## config.mk

```make
export PLATFORM = sky130hd
export DESIGN_NAME = alpha_fetch_queue
export DESIGN_NICKNAME = d
export VERILOG_FILES = /design/src/rtl/alpha_fetch_pkg.sv /design/src/rtl/alpha_fetch_fifo.sv /design/src/rtl/alpha_fetch_queue.sv
export SDC_FILE = /design/constraint.sdc
export NUM_CORES = 1
export LEC_CHECK = 0
export CAP_MARGIN = 20
export CELL_PAD_IN_SITES_DETAIL_PLACEMENT = 2
export CELL_PAD_IN_SITES_GLOBAL_PLACEMENT = 2
export CORE_AREA = 5 5 246 248
export CTS_CLUSTER_DIAMETER = 60
export DETAILED_ROUTE_END_ITERATION = 6
export DIE_AREA = 0 0 251 253
export PLACE_DENSITY = 0.8
export SYNTH_ARGS = -nofsm -noshare
export SYNTH_HDL_FRONTEND = slang
export SYNTH_SLANG_ARGS = --single-unit
```

## constraint.sdc

```tcl
create_clock -name clk -period 6.8 [get_ports clk]
set_input_delay 1.02 -clock clk [delete_from_list [all_inputs] [get_ports clk]]
set_output_delay 1.02 -clock clk [all_outputs]
set_load 0.01 [all_outputs]
```

## src/rtl/alpha_fetch_pkg.sv

```systemverilog
`timescale 1ns/1ps
// ----------------------------------------------------------------------------
// alpha_fetch_pkg
// Shared definitions for the instruction fetch queue: address/instruction
// widths, the default base of the Metal address range and the {pc, inst}
// entry type carried from fetch to the Ebox.
// ----------------------------------------------------------------------------
package alpha_fetch_pkg;

    localparam int ADDR_W = 64;
    localparam int INST_W = 32;

    // Lowest address served by Metal instruction memory instead of the Icache.
    localparam logic [ADDR_W-1:0] METAL_BASE_DEFAULT = 64'hffff_ffff_ffff_0000;

    typedef struct packed {
        logic [ADDR_W-1:0] pc;
        logic [INST_W-1:0] inst;
    } fetch_entry_t;

endpackage

```

## src/rtl/alpha_fetch_fifo.sv

```systemverilog
`timescale 1ns/1ps
// ----------------------------------------------------------------------------
// alpha_fetch_fifo
// Small circular FIFO of fetch entries with a synchronous flush.
//
// Ports:
//   clk, rst_n  clock, asynchronous active-low reset
//   push        write wr_entry at the tail (ignored when full and not popping)
//   pop         retire the head entry (ignored when empty)
//   flush       empty the FIFO; wins over push and pop in the same cycle
//   wr_entry    entry to write on push
//   head        entry at the head (contents undefined when empty)
//   full/empty  status flags
//   count       number of valid entries, 0..DEPTH
// ----------------------------------------------------------------------------
module alpha_fetch_fifo
    import alpha_fetch_pkg::*;
#(
    parameter int DEPTH = 4
) (
    input  logic                       clk,
    input  logic                       rst_n,
    input  logic                       push,
    input  logic                       pop,
    input  logic                       flush,
    input  fetch_entry_t               wr_entry,
    output fetch_entry_t               head,
    output logic                       full,
    output logic                       empty,
    output logic [$clog2(DEPTH):0]     count
);

    localparam int PTR_W = $clog2(DEPTH);
    localparam int CNT_W = PTR_W + 1;

    fetch_entry_t       mem_q [DEPTH];
    logic [PTR_W-1:0]   wr_ptr_q, wr_ptr_d;
    logic [PTR_W-1:0]   rd_ptr_q, rd_ptr_d;
    logic [CNT_W-1:0]   count_q,  count_d;
    logic               do_push, do_pop;

    assign full    = (count_q == CNT_W'(DEPTH));
    assign empty   = (count_q == '0);
    assign count   = count_q;
    assign head    = mem_q[rd_ptr_q];

    // A push into a full FIFO is only legal when the head leaves in the same cycle.
    assign do_push = push & (~full | pop);
    assign do_pop  = pop & ~empty;

    always_comb begin
        // NOTE: every always_comb output gets a default first so no path can infer a latch.
        wr_ptr_d = wr_ptr_q;
        rd_ptr_d = rd_ptr_q;
        count_d  = count_q;
        if (flush) begin
            wr_ptr_d = '0;
            rd_ptr_d = '0;
            count_d  = '0;
        end else begin
            // DEPTH is a power of two, so the pointers wrap on natural overflow.
            if (do_push) wr_ptr_d = wr_ptr_q + 1'b1;
            if (do_pop)  rd_ptr_d = rd_ptr_q + 1'b1;
            case ({do_push, do_pop})
                2'b10:   count_d = count_q + 1'b1;
                2'b01:   count_d = count_q - 1'b1;
                default: count_d = count_q;
            endcase
        end
    end

    always_ff @(posedge clk or negedge rst_n) begin
        // NOTE: state registers use non-blocking assignments so every flop samples pre-edge values.
        if (!rst_n) begin
            wr_ptr_q <= '0;
            rd_ptr_q <= '0;
            count_q  <= '0;
        end else begin
            wr_ptr_q <= wr_ptr_d;
            rd_ptr_q <= rd_ptr_d;
            count_q  <= count_d;
        end
    end

    // NOTE: the storage array has no reset; entries are only observed through count, which is reset.
    always_ff @(posedge clk) begin
        if (do_push && !flush) begin
            mem_q[wr_ptr_q] <= wr_entry;
        end
    end

endmodule

```

## src/rtl/alpha_fetch_queue.sv

```systemverilog
`timescale 1ns/1ps
// ----------------------------------------------------------------------------
// alpha_fetch_queue
// Instruction fetch stage feeding the Ebox. Owns the fetch PC, issues one
// read per cycle to the Icache or to Metal memory (PC >= METAL_BASE), queues
// {pc, inst} pairs and hands them to the Ebox over valid/ready. A redirect
// flushes the queue and restarts fetch at a word-aligned target.
//
// Optional build macro ALPHA_FETCH_BYPASS_EN: on an empty queue the word being
// fetched is presented to the Ebox in the same cycle, and skips the FIFO when
// the Ebox accepts it.
//
// Ports:
//   clk, rst_n                 clock, asynchronous active-low reset
//   fetch_addr                 current fetch PC to Icache and Metal memory
//   icache_rd_en, metal_rd_en  read enables for the two instruction sources
//   icache_data, metal_data    instruction words returned by the sources
//   icache_stall, metal_stall  source cannot deliver this cycle
//   redirect, redirect_pc      flush and restart fetch at redirect_pc
//   inst, inst_pc, inst_valid  head instruction presented to the Ebox
//   inst_ready                 Ebox accepts the head this cycle
//   occupancy                  number of queued entries
// ----------------------------------------------------------------------------
module alpha_fetch_queue
    import alpha_fetch_pkg::*;
#(
    parameter int                DEPTH      = 4,
    parameter logic [ADDR_W-1:0] RESET_PC   = 64'h0,
    parameter logic [ADDR_W-1:0] METAL_BASE = METAL_BASE_DEFAULT
) (
    input  logic                    clk,
    input  logic                    rst_n,
    output logic [63:0]             fetch_addr,
    output logic                    icache_rd_en,
    output logic                    metal_rd_en,
    input  logic [31:0]             icache_data,
    input  logic [31:0]             metal_data,
    input  logic                    icache_stall,
    input  logic                    metal_stall,
    input  logic                    redirect,
    input  logic [63:0]             redirect_pc,
    output logic [31:0]             inst,
    output logic [63:0]             inst_pc,
    output logic                    inst_valid,
    input  logic                    inst_ready,
    output logic [$clog2(DEPTH):0]  occupancy
);

    logic [ADDR_W-1:0]  pc_q, pc_d;
    fetch_entry_t       last_q, last_d;
    fetch_entry_t       fifo_head, fetch_entry, out_entry;
    logic               fifo_full, fifo_empty, fifo_pop, fifo_push;
    logic               metal_sel, stall_sel, fetch_req, push, byp_valid;

    assign metal_sel   = (pc_q >= METAL_BASE);
    assign stall_sel   = metal_sel ? metal_stall : icache_stall;
    assign fetch_entry = '{pc: pc_q, inst: (metal_sel ? metal_data : icache_data)};

    // Only a real queued head can be popped; a bypassed word never enters the FIFO.
    assign fifo_pop    = ~fifo_empty & inst_ready;
    assign fetch_req   = ~fifo_full | fifo_pop;
    assign push        = fetch_req & ~stall_sel & ~redirect;

`ifdef ALPHA_FETCH_BYPASS_EN
    assign byp_valid   = fifo_empty & push;
    assign fifo_push   = push & ~(byp_valid & inst_ready);
`else
    assign byp_valid   = 1'b0;
    assign fifo_push   = push;
`endif

    assign fetch_addr   = pc_q;
    assign icache_rd_en = fetch_req & ~metal_sel;
    assign metal_rd_en  = fetch_req &  metal_sel;

    always_comb begin
        pc_d = pc_q;
        if (redirect) begin
            pc_d = {redirect_pc[63:2], 2'b00};
        end else if (push) begin
            pc_d = pc_q + 64'd4;
        end
    end

    // The Ebox sees the last presented entry while nothing is valid, so the
    // undefined contents of an empty FIFO slot never reach the outputs.
    always_comb begin
        inst_valid = ~fifo_empty | byp_valid;
        out_entry  = last_q;
        if (byp_valid) begin
            out_entry = fetch_entry;
        end else if (!fifo_empty) begin
            out_entry = fifo_head;
        end
        last_d     = out_entry;
    end

    assign inst    = out_entry.inst;
    assign inst_pc = out_entry.pc;

    always_ff @(posedge clk or negedge rst_n) begin
        if (!rst_n) begin
            pc_q   <= RESET_PC;
            last_q <= '0;
        end else begin
            pc_q   <= pc_d;
            last_q <= last_d;
        end
    end

    // Redirect drives flush, which discards any same-cycle pop inside the FIFO.
    alpha_fetch_fifo #(
        .DEPTH    (DEPTH)
    ) u_fifo (
        .clk      (clk),
        .rst_n    (rst_n),
        .push     (fifo_push),
        .pop      (fifo_pop),
        .flush    (redirect),
        .wr_entry (fetch_entry),
        .head     (fifo_head),
        .full     (fifo_full),
        .empty    (fifo_empty),
        .count    (occupancy)
    );

endmodule
```

==> results.py <==
metrics = {
    "setup_path": {
        "reg2reg_slack_ns": 1.86,
        "crit_chain": "nand4_1, nor4_1, nand2_1, nor2_4, nor2_1, clkdlybuf4s50_1",
        "slowest_stage": "nor4_1",
        "cp-end-kind": "output pin",
        "cpPeakStageDelay_ns": 0.86,
        "reg2regPathDepth": 7,
        "crit_type": "reg2out",
        "worstReg2RegStart": "fetch_addr[48]",
        "cpLargestDelayFamily": "simple AND/OR/NAND/NOR gates",
        "cp-start-kind": "register",
        "r2r_end": "u_fifo.mem_q[2][8]",
        "worstPathRequired_ns": 5.78,
        "critPathBufInv": 1,
        "crit_arrival_ns": 4.17,
        "cp_max_fo": 33,
    },
    "route": {
        "drtIter0Drc": 907,
        "drtPass1Iterations": 5,
        "drc": 0,
        "via_per_inst": 5.25,
        "vias": 13700,
        "postRouteAntennaNets": 0,
        "wl_met1_mm": 27.5,
        "wl_per_cell_um": 26.0,
        "wl_met2_mm": 35.6,
        "wirelength_mm": 68.0,
        "wl_met3_mm": 3.70,
        "routed.top_layer": "met5",
    },
    "synth": {
        "ys_seq_area_frac": 0.689,
        "synth_seq_cells": 541,
        "synth_warnings": 0,
        "synth_area_mm2": 0.0224,
        "yosysUniqueCellTypes": 58,
        "syn-mean-instance-area_um2": 14.4,
        "synth_ff_type": "edfxtp_1",
        "synth_edf_count": 376,
        "async_reset_ff_frac": 0.305,
        "synthCells": 1554,
    },
    "power_and_ir_drop": {
        "power_frac_seq": 0.386,
        "p_comb_frac": 0.320,
        "p_leak_nw": 9.95,
        "p_int_mw": 7.62,
        "p_per_area_mw_per_mm2": 405,
        "swShare": 0.321,
        "pwr-share-clk": 0.294,
        "peakVddDrop_mv": 0.253,
        "power_switching_mw": 3.60,
    },
    "clock_network": {
        "hold_buffers": 0,
        "clkSlewWorstSetupHoldPaths_ns": 0.06,
        "cts.sinks": 541,
        "postCtsSetupBuffers": 0,
        "postCtsResizedCells": 0,
        "clkLatencyLatePin_ns": 0.62,
        "htree_levels": 2,
        "clockRootBuffer": "clkbuf_16",
        "cts_buffers": 59,
        "cts_tree": "done",
        "clk_path_buf_depth": 3,
    },
    "place": {
        "portBuffers": 295,
        "dp.cells": 2503,
        "place.gp.congestion": 0.768,
        "placed_cell_area_mm2": 0.0257,
        "dpl.hpwl_mm": 43.7,
    },
    "cells_and_area": {
        "layout.nets": 1931,
        "areaGrowthSynthToFinish_pct": 23.8,
        "finalNonFillerCells": 2618,
        "stdcell_area_mm2": 0.0277,
        "drive_above_1_share": 0.138,
    },
    "timing": {
        "clock_skew_ns": 0.0244,
        "setup_tns_ns": 0,
        "hold_viol_final": 0,
        "rsz0062_at_grt": "no",
        "setup_viol": 0,
        "clock.fmax_mhz": 193,
        "period_needed_ns": 5.19,
        "tightest_slew_ns": 1.09,
        "period_share": 0.763,
        "slew_violations": 0,
        "relSlewSlack": 0.277,
    },
    "die": {
        "io_pins": 300,
        "start_util": 0.385,
        "die_y_um": 253,
        "num_rows": 89,
        "die_w_um": 251,
        "core-area_mm2": 0.0582,
        "dieArea_mm2": 0.0635,
    },
    "global_routing": {
        "grt_usage": 0.212,
        "grt_max_degree": 71,
        "grt_pass1_vias": 16000,
        "grt_first_pass_wirelength_mm": 103,
        "antenna_found_initial": 5,
        "grt-ovfl-total": 0,
    },
    "min_path": {
        "hold_class": "in2async",
    },
    "job": {
        "drv_cap": 0,
    },
    "status": {
        "outcome": "finished clean",
    },
}
cells by family (layout without fill, tap and decap cells):
group | count (synthesis) | after routing | share of synthesized area
other cells | 1 | 5 | 0.000167
mux | 104 | 104 | 0.0995
xor+xnor | 62 | 62 | 0.0242
flops | 541 | 541 | 0.689
buf+inv | 152 | 439 | 0.0392
compound gates | 71 | 71 | 0.0189
fa+ha+maj | 6 | 6 | 0.00369
simple gates | 617 | 617 | 0.126
per-layer routing:
metal | vias to the layer above | global-route usage
met5 | - | 0
met4 | 4 | 0.0418
met3 | 92 | 0.0490
met2 | 336 | 0.385
met1 | 7275 | 0.263
li1 | 6037 | -
cell usage after synthesis (2+ instances only):
| library cell | number | area (µm²) |
|---|---|---|
| o21ai_0 | 25 | 125 |
| xnor2_1 | 51 | 447 |
| nor4b_1 | 2 | 17.5 |
| buf_1 | 10 | 37.5 |
| nor3_1 | 33 | 165 |
| o21ai_1 | 27 | 135 |
| nand4_1 | 19 | 119 |
| a21oi_1 | 2 | 10.0 |
| nand2_1 | 460 | 1730 |
| clkbuf_1 | 55 | 206 |
| buf_2 | 3 | 15.0 |
| buf_4 | 68 | 510 |
| edfxtp_1 | 376 | 11300 |
| inv_1 | 9 | 33.8 |
| nor4_4 | 9 | 191 |
| and2_1 | 5 | 31.3 |
| dfrtp_1 | 165 | 4130 |
| xor2_1 | 11 | 96.3 |
| mux2_2 | 8 | 90.1 |
| mux4_2 | 94 | 2120 |
| nand3_1 | 23 | 115 |
| ha_1 | 5 | 62.6 |
| nor2_1 | 22 | 82.6 |
| nor4_1 | 9 | 56.3 |
| o2111ai_1 | 5 | 43.8 |
| mux2i_1 | 2 | 20.0 |
| nor3b_2 | 2 | 25.0 |
| buf_6 | 4 | 45.0 |
| a31oi_1 | 4 | 25.0 |
| or3_1 | 5 | 31.3 |
| nor3b_1 | 2 | 15.0 |
| nor4b_2 | 4 | 60.1 |
| and4_1 | 3 | 26.3 |
| or2_2 | 3 | 18.8 |
| and3_1 | 6 | 37.5 |
stage by stage:
step / util / power (mW) / setup WS (ns) / hold slack [ns]
CTS: 0.476 / 11.4 / 1.60 / 0.445
detailed placement: 0.441 / 8.06 / 1.85 / 0.456
finish: 0.476 / 11.2 / 1.61 / 0.444
global route: 0.476 / 11.8 / 1.44 / 0.469
global placement: 0.441 / 7.87 / 2.07 / 0.446
floorplan: - / 6.07 / 1.72 / 0.496
worst max path at each step:
stage | startpoint | cells past startpoint | to
finish | fetch_addr[48] | 6 | icache_rd_en
detailed placement | fetch_addr[30] | 7 | u_fifo.mem_q[2][10]
global placement | fetch_addr[30] | 7 | u_fifo.mem_q[2][7]
global route | fetch_addr[48] | 6 | icache_rd_en
CTS | fetch_addr[48] | 6 | icache_rd_en
floorplan | fetch_addr[29] | 9 | u_fifo.mem_q[0][0]
layout by cell type (no fill, tap or decap), drive strengths merged, types with 23 or more instances in the layout:
cell	n
nor2	23
nand3	23
xnor2	51
clkdlybuf4s50	293
nor3	33
clkbuf	74
mux4	94
dfrtp	165
edfxtp	376
o21ai	52
buf	23
clkinv	26
nand2	460
flip-flops by register name, summed over array words and instances, names as in the netlist:
name / flops
u_fifo.wr_ptr_q: 2
last_q: 96
u_fifo.count: 3
u_fifo.rd_ptr_q: 2
u_fifo.mem_q: 376
fetch_addr: 62
cell type report:
class | instances | area (µm²)
multi-input combinational | 862 | 6150
fill | 5499 | 30500
inverter | 10 | 40.0
sequential | 541 | 15400
timing repair buffer | 317 | 3130
tap | 773 | 967
antenna | 3 | 7.51
clock inverter | 39 | 395
clock buffer | 73 | 1610
power by group through the flow:
stage / Clock, mW / Sequential (mW) / Combinational, mW
3_5_place_dp: 0 / 4.41 / 3.65
3_3_place_gp: 0 / 4.35 / 3.51
4_1_cts: 3.38 / 4.35 / 3.69
2_1_floorplan: 0 / 4.21 / 1.86
5_1_grt: 3.54 / 4.38 / 3.89
6_report: 3.30 / 4.33 / 3.59
No activity file was read; power rests on OpenSTA's default activity.
